$ cat src/rtl/cpu_pkg.sv
// Shared CPU-subsystem definitions: on-chip RAM geometry and requester identities.
package cpu_pkg;

    localparam int unsigned RAM_ADDR_W = 14;
    localparam int unsigned RAM_DATA_W = 32;
    localparam int unsigned RAM_NUM_REQ = 3;

    // Requester index into the arbiter's packed port vectors.
    typedef enum logic [1:0] {
        REQ_FETCH = 2'd0,
        REQ_DATA  = 2'd1,
        REQ_DMA   = 2'd2
    } req_id_e;

endpackage

$ cat src/rtl/rr_select.sv
// Combinational round-robin picker: the first asserted request after ptr_i wins.
module rr_select #(
    parameter int unsigned NUM_REQ = 3,
    localparam int unsigned PtrW = (NUM_REQ > 1) ? $clog2(NUM_REQ) : 1
) (
    input  logic [NUM_REQ-1:0] req_i,
    input  logic [PtrW-1:0]    ptr_i,
    output logic [NUM_REQ-1:0] gnt_o
);

    logic            found;
    logic [PtrW-1:0] idx;

    // Scan ptr+1 .. ptr+NUM_REQ (mod NUM_REQ); the last winner has lowest priority.
    always_comb begin
        gnt_o = '0;
        found = 1'b0;
        idx   = '0;
        for (int unsigned off = 1; off <= NUM_REQ; off++) begin
            idx = PtrW'((32'(ptr_i) + off) % NUM_REQ);
            if (!found && req_i[idx]) begin
                gnt_o[idx] = 1'b1;
                found      = 1'b1;
            end
        end
    end

endmodule

$ cat src/rtl/ram_arbiter.sv
// Round-robin arbiter sharing the single-port RAM between fetch, data and DMA, with an
// RMW lock and a two-stage owner pipeline that routes read data back to its requester.
module ram_arbiter
    import cpu_pkg::*;
#(
    parameter int unsigned NUM_REQ = RAM_NUM_REQ,
    parameter int unsigned ADDR_W  = RAM_ADDR_W,
    parameter int unsigned DATA_W  = RAM_DATA_W,
    localparam int unsigned BE_W   = DATA_W / 8,
    localparam int unsigned PtrW   = (NUM_REQ > 1) ? $clog2(NUM_REQ) : 1
) (
    input  logic                      i_clk,
    input  logic                      i_rst,
    input  logic [NUM_REQ-1:0]        i_req,
    input  logic [NUM_REQ-1:0]        i_lock,
    input  logic [NUM_REQ-1:0]        i_we,
    input  logic [NUM_REQ*ADDR_W-1:0] i_addr,
    input  logic [NUM_REQ*DATA_W-1:0] i_wdata,
    input  logic [NUM_REQ*BE_W-1:0]   i_be,
    output logic [NUM_REQ-1:0]        o_gnt,
    output logic [NUM_REQ-1:0]        o_rvalid,
    output logic [DATA_W-1:0]         o_rdata,
    output logic                      o_ram_en,
    output logic [BE_W-1:0]           o_ram_we,
    output logic [ADDR_W-1:0]         o_ram_addr,
    output logic [DATA_W-1:0]         o_ram_wdata,
    input  logic [DATA_W-1:0]         i_ram_rdata
);

    logic [PtrW-1:0]    ptr_q, ptr_d;
    logic               lock_q, lock_d;
    logic [NUM_REQ-1:0] rr_gnt;
    logic               lock_hit;
    logic               any_gnt;
    logic [PtrW-1:0]    win;

    logic               ram_en_q, ram_en_d;
    logic [BE_W-1:0]    ram_we_q, ram_we_d;
    logic [ADDR_W-1:0]  ram_addr_q, ram_addr_d;
    logic [DATA_W-1:0]  ram_wdata_q, ram_wdata_d;

    logic               rd1_q, rd1_d, rd2_q;
    logic [PtrW-1:0]    own1_q, own1_d, own2_q;

    rr_select #(
        .NUM_REQ(NUM_REQ)
    ) u_rr_select (
        .req_i (i_req),
        .ptr_i (ptr_q),
        .gnt_o (rr_gnt)
    );

    // Grant selection: a locked owner that is still requesting overrides rotation.
    always_comb begin
        lock_hit = lock_q && i_req[ptr_q];
        o_gnt    = lock_hit ? (NUM_REQ'(1) << ptr_q) : rr_gnt;
        any_gnt  = |o_gnt;
        win      = '0;
        for (int unsigned k = 0; k < NUM_REQ; k++) begin
            if (o_gnt[k]) begin
                win = PtrW'(k);
            end
        end
        ptr_d  = any_gnt ? win : ptr_q;
        // Lock is re-armed only by a grant; an idle or foreign grant releases it.
        lock_d = any_gnt && i_lock[win];
    end

    // Next RAM command and read-tracking stage from the winner's request.
    always_comb begin
        ram_en_d    = any_gnt;
        ram_we_d    = '0;
        ram_addr_d  = ram_addr_q;
        ram_wdata_d = ram_wdata_q;
        rd1_d       = 1'b0;
        own1_d      = win;
        if (any_gnt) begin
            ram_addr_d  = i_addr[win*ADDR_W +: ADDR_W];
            ram_wdata_d = i_wdata[win*DATA_W +: DATA_W];
            if (i_we[win]) begin
                ram_we_d = i_be[win*BE_W +: BE_W];
            end else begin
                rd1_d = 1'b1;
            end
        end
    end

    // Arbitration state, RAM command registers and owner pipeline.
    always_ff @(posedge i_clk or posedge i_rst) begin
        if (i_rst) begin
            ptr_q       <= PtrW'(NUM_REQ - 1);
            lock_q      <= 1'b0;
            ram_en_q    <= 1'b0;
            ram_we_q    <= '0;
            ram_addr_q  <= '0;
            ram_wdata_q <= '0;
            rd1_q       <= 1'b0;
            own1_q      <= '0;
            rd2_q       <= 1'b0;
            own2_q      <= '0;
        end else begin
            ptr_q       <= ptr_d;
            lock_q      <= lock_d;
            ram_en_q    <= ram_en_d;
            ram_we_q    <= ram_we_d;
            ram_addr_q  <= ram_addr_d;
            ram_wdata_q <= ram_wdata_d;
            rd1_q       <= rd1_d;
            own1_q      <= own1_d;
            rd2_q       <= rd1_q;
            own2_q      <= own1_q;
        end
    end

    // Read-data return: RAM output is valid in the cycle after o_ram_en.
    always_comb begin
        o_rvalid = '0;
        if (rd2_q) begin
            o_rvalid[own2_q] = 1'b1;
        end
        o_rdata     = i_ram_rdata;
        o_ram_en    = ram_en_q;
        o_ram_we    = ram_we_q;
        o_ram_addr  = ram_addr_q;
        o_ram_wdata = ram_wdata_q;
    end

endmodule
$ cat config.mk
export PLATFORM = sky130hd
export DESIGN_NAME = ram_arbiter
export DESIGN_NICKNAME = d
export VERILOG_FILES = /design/src/rtl/cpu_pkg.sv /design/src/rtl/rr_select.sv /design/src/rtl/ram_arbiter.sv
export SDC_FILE = /design/constraint.sdc
export NUM_CORES = 1
export LEC_CHECK = 0
export ABC_AREA = 1
export CORE_MARGIN = 4
export CORE_UTILIZATION = 40
export DETAILED_ROUTE_END_ITERATION = 8
export PLACE_DENSITY = 0.87
export SETUP_SLACK_MARGIN = 0.3
export SLEW_MARGIN = 15
export SYNTH_ARGS = -nofsm -noshare
export SYNTH_HDL_FRONTEND = slang
export SYNTH_SLANG_ARGS = --single-unit
export TNS_END_PERCENT = 5
$ cat constraint.sdc
create_clock -name i_clk -period 6.4 [get_ports i_clk]
set_input_delay 1.28 -clock i_clk [delete_from_list [all_inputs] [get_ports i_clk]]
set_output_delay 1.28 -clock i_clk [all_outputs]
set_load 0.1 [all_outputs]
Word level (Yosys, flattened, before mapping)
Cells that the tools add are included.

Bits in registers: 60. Output and inout port bits: 89.

Add/sub/neg operators: 3. Shifts and indexed selects: 4. Mux-type cells: 33. Reduce and logical (&&, ||, !) cells: 11. $mul: 1. Bitwise logic cells: 2. Magnitude comparators: 10. Div/mod/pow operators: 3.

Operator list (number): $mod A32 B2 Y32 const B (3); $shiftx A96 B8 Y32 (1); $shiftx A42 B7 Y14 (1); $lt A2 B3 Y1 const B (6); $mux W1 (15); $mux W3 (5); $bmux W1 S2 (6); $shiftx A12 B5 Y4 (1); $demux W1 S2 (4); $ge A2 B1 Y1 const B (4); $logic_and A1 B1 Y1 (8); $mux W4 (2); $add A2 B2 Y3 const B (2); $or A3 B3 Y3 (2); $mul A2 B3 Y5 const B (1); $add A2 B1 Y3 const B (1); $reduce_or A3 Y1 (1); $shl A1 B2 Y3 const A (1); $logic_not A1 Y1 (2); $mux W2 (1).

Depth between registers and ports, before layout
Depth after elaboration: 18. Depth in mapped cells: 17. Gate-level depth less buffers: 16.

Cells and area by module
A second synthesis with hierarchy kept.

Cells, all modules: 620. Area, all modules: 4052.6 µm².

Modules (own cells, without submodules): ram_arbiter (area an instance 3817.4 µm², instances 1, cells each 576, sequential area each 1502.7 µm²); rr_select (area an instance 235.2 µm², instances 1, cells each 44, sequential area each 0.0 µm²).

Least setup slack after synthesis
OpenSTA, ideal clock, no wires.

Kind: input-to-output. Start: input i_req[0]. End: output o_gnt[1]. Buffers on the path: 1. Stages on the path: 10. Setup slack: 2.113 ns. Data arrival time: 3.007 ns. Path through: inv_1 > nand2_1 > nand2_1 > nand2_1 > nand2_2 > nand3_1 > nand2_1 > nand2_2 > nand2_4 > clkbuf_1.

Cells in the longest elaborated chain, start to end: 10. Elaborated cells on any way between the ends: 21.

Ends and longest elaborated chain: start, declared (RTL line ram_arbiter.sv:14) `input logic [NUM_REQ-1:0] i_req,`; $bmux W1 S2 (RTL line rr_select.sv:21) `if (!found && req_i[idx]) begin`; $mux W1 (not written as such) (RTL line rr_select.sv:21); $mux W1 (RTL line rr_select.sv:21); $logic_not A1 Y1 (RTL line rr_select.sv:21); $logic_and A1 B1 Y1 (RTL line rr_select.sv:21); $mux W1 (RTL line rr_select.sv:21); $logic_not A1 Y1 (RTL line rr_select.sv:21); $logic_and A1 B1 Y1 (RTL line rr_select.sv:21); $mux W3 (RTL line rr_select.sv:21); $mux W3 (*) (RTL line ram_arbiter.sv:56) `o_gnt = lock_hit ? (NUM_REQ'(1) << ptr_q) : rr_gnt;`; end, declared (RTL line ram_arbiter.sv:20) `output logic [NUM_REQ-1:0] o_gnt,`.

Every way passes the cells marked *; elsewhere a longest branch is shown, timed or not. The select of a mux whose other input is x is not followed.

Worst setup path in the final report
Start: input i_req[2]. End: output o_gnt[0].

Same word-level chain as after synthesis.

==> impl_metrics.csv <==
group,metric,value,unit
placed_design,placedCellCount,1047,
min_path,worst_hold_path_type,"flop to flop",
global_routing,use_met3,0.04987,
clock_tree,cts.sinks,60,
floorplanning,placementRows,38,
floorplanning,die_height,113.7,um
synthesis,synth_common_cells,"sky130_fd_sc_hd__nor2_1, sky130_fd_sc_hd__inv_1, sky130_fd_sc_hd__nand2_1, sky130_fd_sc_hd__dfrtp_1, sky130_fd_sc_hd__nand3_1",
clock_tree,cts_setup_buffers,0,
worst_setup_path,crit_path_top_delay_cell,"sky130_fd_sc_hd__clkdlybuf4s50_1",
global_routing,grtUsageMet1,0.2381,
floorplanning,initial_core_util,0.4108,
route,drt_iter0_markers,334,
timing,rsz0062_at_grt,"no",
job,drv_cap,0,
global_routing,grt_max_degree,74,
floorplanning,io_pins,282,
synthesis,synth_edf_count,0,
worst_setup_path,sequence_of_cells_on_the_critical_path,"clkdlybuf4s50_1, inv_1, o21ai_1, nand3_1, nand2_1, inv_1, nand3_1, nand2_1, inv_1, clkdlybuf4s50_1",
placed_design,routabilityCongestion,0.9284,
outcome,run_status,"complete, no violations",
placed_design,placed_cell_area,6430,um2
global_routing,met2_usage,0.3596,
worst_setup_path,cp-end-kind,"primary output",
route,detail_route.wl_per_cell,12.67,um
worst_setup_path,arrival,3750,ps
floorplanning,fp.dieArea,12940,um2
route,via_per_inst,4.386,
clock_tree,cts_made_buffers,9,
timing,hold_viol_final,0,
worst_setup_path,worst-endpoint-required,5120,ps
timing,finalMaxSlewViolations,0,
finish,areaGrowthSynthToFinish,48.28,%
clock_tree,clk-insertion-delay-late,320,ps
floorplanning,die_x,113.7,um
clock_tree,cts_hold_buf,0,
finish,drive_gt1_frac,0.03684,
worst_setup_path,critical_path.max_fanout,5,
global_routing,grt.total_usage,0.2011,
synthesis,yosysSeqAreaShare,0.3359,
synthesis,ys_top_cells_by_area,"sky130_fd_sc_hd__dfrtp_1, sky130_fd_sc_hd__nor2_1, sky130_fd_sc_hd__inv_1, sky130_fd_sc_hd__nand2_1, sky130_fd_sc_hd__buf_4",
worst_setup_path,critical-path-max-stage-delay,1140,ps
synthesis,async_flop_share,1.000,
worst_setup_path,critical_path_class,"primary input to primary output",
synthesis,syn-num-nets,946,
synthesis,synth.yosys.warnings,0,
timing,setup_total_negative_slack,0,ps
synthesis,syn-instance-count,748,
timing,clock_skew,6.488,ps
synthesis,synth_largest_type_area_fraction,0.3301,
synthesis,netlist.top_cell.by_area,"sky130_fd_sc_hd__dfrtp_1",
clock_tree,tritoncts,"yes",
global_routing,grt.busiest_layer,"met2",
worst_setup_path,timing.critical_path.mode_cell,"sky130_fd_sc_hd__inv_1",
global_routing,number_of_global_route_vias_before_repair,4420,
synthesis,synth_top_flop_cell,"sky130_fd_sc_hd__dfrtp_1",
floorplanning,core,10890,um2
timing,min_period,5028,ps
finish,count_of_fill_cells_added_during_filler_insertion,1007,
synthesis,synthesis.area_per_instance,5.980,um2
placed_design,place.detailed.hpwl,9.833,mm
route,firstDrtPassIters,4,
finish,antenna_cells_inserted,0,
route,routed_wl,13.47,mm
global_routing,gr-total-overflow,0,
global_routing,grt_pass1_wl,21.05,mm
clock_tree,clock_tree.root_cell,"sky130_fd_sc_hd__clkbuf_8",
route,total_via_count_in_the_routed_design,4662,
clock_tree,cts-root-to-sink-buffers,2,
worst_setup_path,startpoint_type,"primary input",
timing,timing_worst_slew_pin_value,1009,ps
synthesis,synthesis.area,4473,um2
route,remaining_drc_errors,0,
global_routing,grt_antenna_before_repair,0,
placed_design,io_buffers,217,
clock_tree,cts_resized,0,
route,postRouteAntennaNets,0,
synthesis,netlist-cell-type-count,26,
finish,layout.cell_area.non_filler,6633,um2
timing,report.final.setup_viol,0,
synthesis,count_of_state_elements_after_synthesis,60,
clock_tree,worst_setup_hold_path_clk_slew,70,ps
timing,slew_headroom,0.3250,
timing,final_clock_period_utilization_by_the_worst_path,0.7856,
clock_tree,cts.htree.levels,3,
timing,max_freq,198.9,MHz
finish,fin_cells,1063,
synthesis,yosysMostFrequentCell,"sky130_fd_sc_hd__nor2_1",
finish,finish.net_count,1116,
==> through the flow <==
stage	utilization	setup slack [ps]	hold WS [ps]
after global placement	0.5906	1424	331.8
after CTS	0.6092	1392	351.0
after global routing	0.6092	1264	353.6
after detailed placement	0.5906	1391	334.7
after floorplan	-	2113	331.2
final	0.6092	1372	349.8
==> kinds of logic after synthesis <==
kind of cell	share of synthesized area
fa+ha+maj	0.01399
flops	0.3359
compound gates	0.03580
simple gates	0.3650
buf+inv	0.2492
==> worst paths after layout <==
| path | startpoint | cells past startpoint | slack, ps | endpoint |
|---|---|---|---|---|
| max in group asynchronous | i_rst | 3 | 4380 | lock_q$_DFF_PP0_ |
| setup reg to reg | ptr_q[1]$_DFFE_PP1P_ | 13 | 2590 | o_ram_we[1]$_DFF_PP0_ |
| min in group asynchronous | i_rst | 3 | 1500 | o_ram_addr[2]$_DFFE_PP0P_ |
| setup / recovery | i_req[2] | 10 | 1370 | o_gnt[0] |
| hold reg to reg | own1_q[1]$_DFF_PP0_ | 0 | 350 | own2_q[1]$_DFF_PP0_ |
| hold / removal | own1_q[1]$_DFF_PP0_ | 0 | 350 | own2_q[1]$_DFF_PP0_ |
==> state kept, by name (all words and copies together), names as in the netlist, 2 cells and up <==
signal       count
o_ram_wdata     32
own1_q           2
ptr_q            2
o_ram_we         4
o_ram_addr      14
own2_q           2
==> placed cells by master (no fill, tap or decap), types with 5 or more instances in the layout <==
master,synthesis,routed
sky130_fd_sc_hd__dfrtp_1,59,59
sky130_fd_sc_hd__nand2_2,4,5
sky130_fd_sc_hd__a21oi_1,23,23
sky130_fd_sc_hd__nand2_1,154,153
sky130_fd_sc_hd__inv_1,183,182
sky130_fd_sc_hd__ha_1,5,5
sky130_fd_sc_hd__clkbuf_8,0,11
sky130_fd_sc_hd__buf_4,42,5
sky130_fd_sc_hd__nand3_1,46,46
sky130_fd_sc_hd__nor2_1,189,189
sky130_fd_sc_hd__clkdlybuf4s50_1,0,215
==> cell type report <==
type	instances	area [um2]	area share
multi-input combinational	440	1858	0.2801
sequential	60	1503	0.2266
clock buffer	12	155.1	0.02339
clock inverter	4	47.55	0.007168
tap	140	175.2	0.02641
inverter	187	704.4	0.1062
timing repair buffer	220	2190	0.3301
==> worst max-delay path: cells and delay by family <==
family          cells  cell delay, ps
buf+inv             5            1860
simple gates        4             470
compound gates      1             130
==> layer usage <==
metal  share of wire  routed length (um)
met1            0.40                5450
met5               0                   0
met3           0.083                1124
met4           0.014                 191
met2            0.50                6705
Power is left out: the tool's default activity adds up to more than one toggle a clock period on the data nets, which glitch-free logic cannot reach.
==> RTL edit: new RTL, same flow settings <==
Set the package constant `RAM_ADDR_W` to 13 (it was 14).
--- a/src/rtl/cpu_pkg.sv
+++ b/src/rtl/cpu_pkg.sv
@@ -1,7 +1,7 @@
 // Shared CPU-subsystem definitions: on-chip RAM geometry and requester identities.
 package cpu_pkg;
 
-    localparam int unsigned RAM_ADDR_W = 14;
+    localparam int unsigned RAM_ADDR_W = 13;
     localparam int unsigned RAM_DATA_W = 32;
     localparam int unsigned RAM_NUM_REQ = 3;
 
Ports: changed (resized i_addr and o_ram_addr); port bits go from 282 to 278. The function was not compared with the original's and may differ.
==> RTL edit against the original RTL <==
Setup slack improved by 49 ps. Wire length grew 1.1%. Sequential cell count is 1 lower. Final area is 3.7% higher. Via count decreased by 1.8%. Global-route usage shrank 0.36 points. Area after synthesis increased by 4.6%. Die area up 4.2%. Fmax grew 0.99%.
Power is not shown: default switching activity piles up to over one toggle a cycle in this logic, so the estimate is an artifact.
==> RTL edit: results <==
group,metric,value,unit
status,outcome,"finished clean",
detailed_routing,postRouteWirelength,13.6,mm
synth,post_synth_fa_ha_maj_area_fraction,1.34,%
min_path,hold_start,"rd1_q$_DFF_PP0_",
sta,final_clock_skew,8.79,ps
detailed_routing,met3RoutedLength,1.13,mm
sta,worst-slew-pin-transition,1040,ps
detailed_routing,routed-wl-met2,6.72,mm
synth,synth_nets,885,
place,placedCellCount,988,
grt,grt.met2_usage,34.3,%
synth,synth_area_leaders,"dfrtp_1 (31%), inv_1 (12%), nor2_1 (11%), nand3_2 (8.3%), nand2_1 (8.3%)",
setup_path,critical_path_arrival,3700,ps
grt,via_count_of_the_first_global_routing_pass,4382,
grt,grt_start_max_net_pins,65,
synth,synth.lib_cells_used.distinct,32,
setup_path,reg2reg_to,"o_ram_wdata[22]$_DFFE_PP0P_",
finish,fill_cells,1047,
min_path,whs_endpoint,"rd2_q$_DFF_PP0_",
synth,yosysSeqAreaShare,31.6,%
grt,grt.met1_usage,23.7,%
clock_network,clk_transition_reported_paths,50,ps
detailed_routing,wl_met1,5.53,mm
place,dp_hpwl,10.0,mm
synth,synth-compound-area-share,7.12,%
setup_path,setup_slack_reg_to_reg,2410,ps
grt,use_met3,6.48,%
place,portBuffers,213,
finish,drive_gt1_share,9.64,%
synth,syn-mean-instance-area,6.78,um2
place,gp_congestion,0.804,
detailed_routing,top_signal_layer_used,"met4",
grt,grt_pass1_wl,21.2,mm
detailed_routing,detail_route.wl_per_cell,13.6,um
synth,post_synth_most_frequent_cells,"inv_1 (153), nor2_1 (140), nand2_1 (103), dfrtp_1 (58), nand3_2 (39)",
setup_path,reg2regPathDepth,17,
finish,layout_nets,1051,
detailed_routing,detailroute.via_count,4577,
grt,grt_util_all_layers,19.7,%
clock_network,cts.root.buffer_cell,"clkbuf_16",
finish,largest_reg_flops,32,
detailed_routing,drt_iter0_markers,183,
## RTL edit: cell types whose count changed after synthesis, sizes merged
cell    change
clkbuf      -2
nor2       -49
o21a       +24
dfrtp       -1
o21ai       -2
inv        -28
nand2      -50
nand3      +23
or2        +24
buf         +4
a21oi       -1
## RTL edit: through the flow
step	setup slack [ps]	area, um2	hold WS, ps
6_report	1420	6880	343
2_1_floorplan	2530	4680	331
3_5_place_dp	1440	6550	336
3_3_place_gp	1470	6550	332
5_1_grt	1290	6880	356
4_1_cts	1440	6880	345
## RTL edit: area by class of cell
type	instances	area share, %
tap	143	2.60
multi-input combinational	409	31.0
timing repair buffer	218	31.5
clock buffer	12	3.73
inverter	159	8.71
sequential	59	21.5
clock inverter	4	1.05
## RTL edit: logic make-up after synthesis
family	after synthesis
flops	59
compound gates	52
fa+ha+maj	5
simple gates	352
buf+inv	222
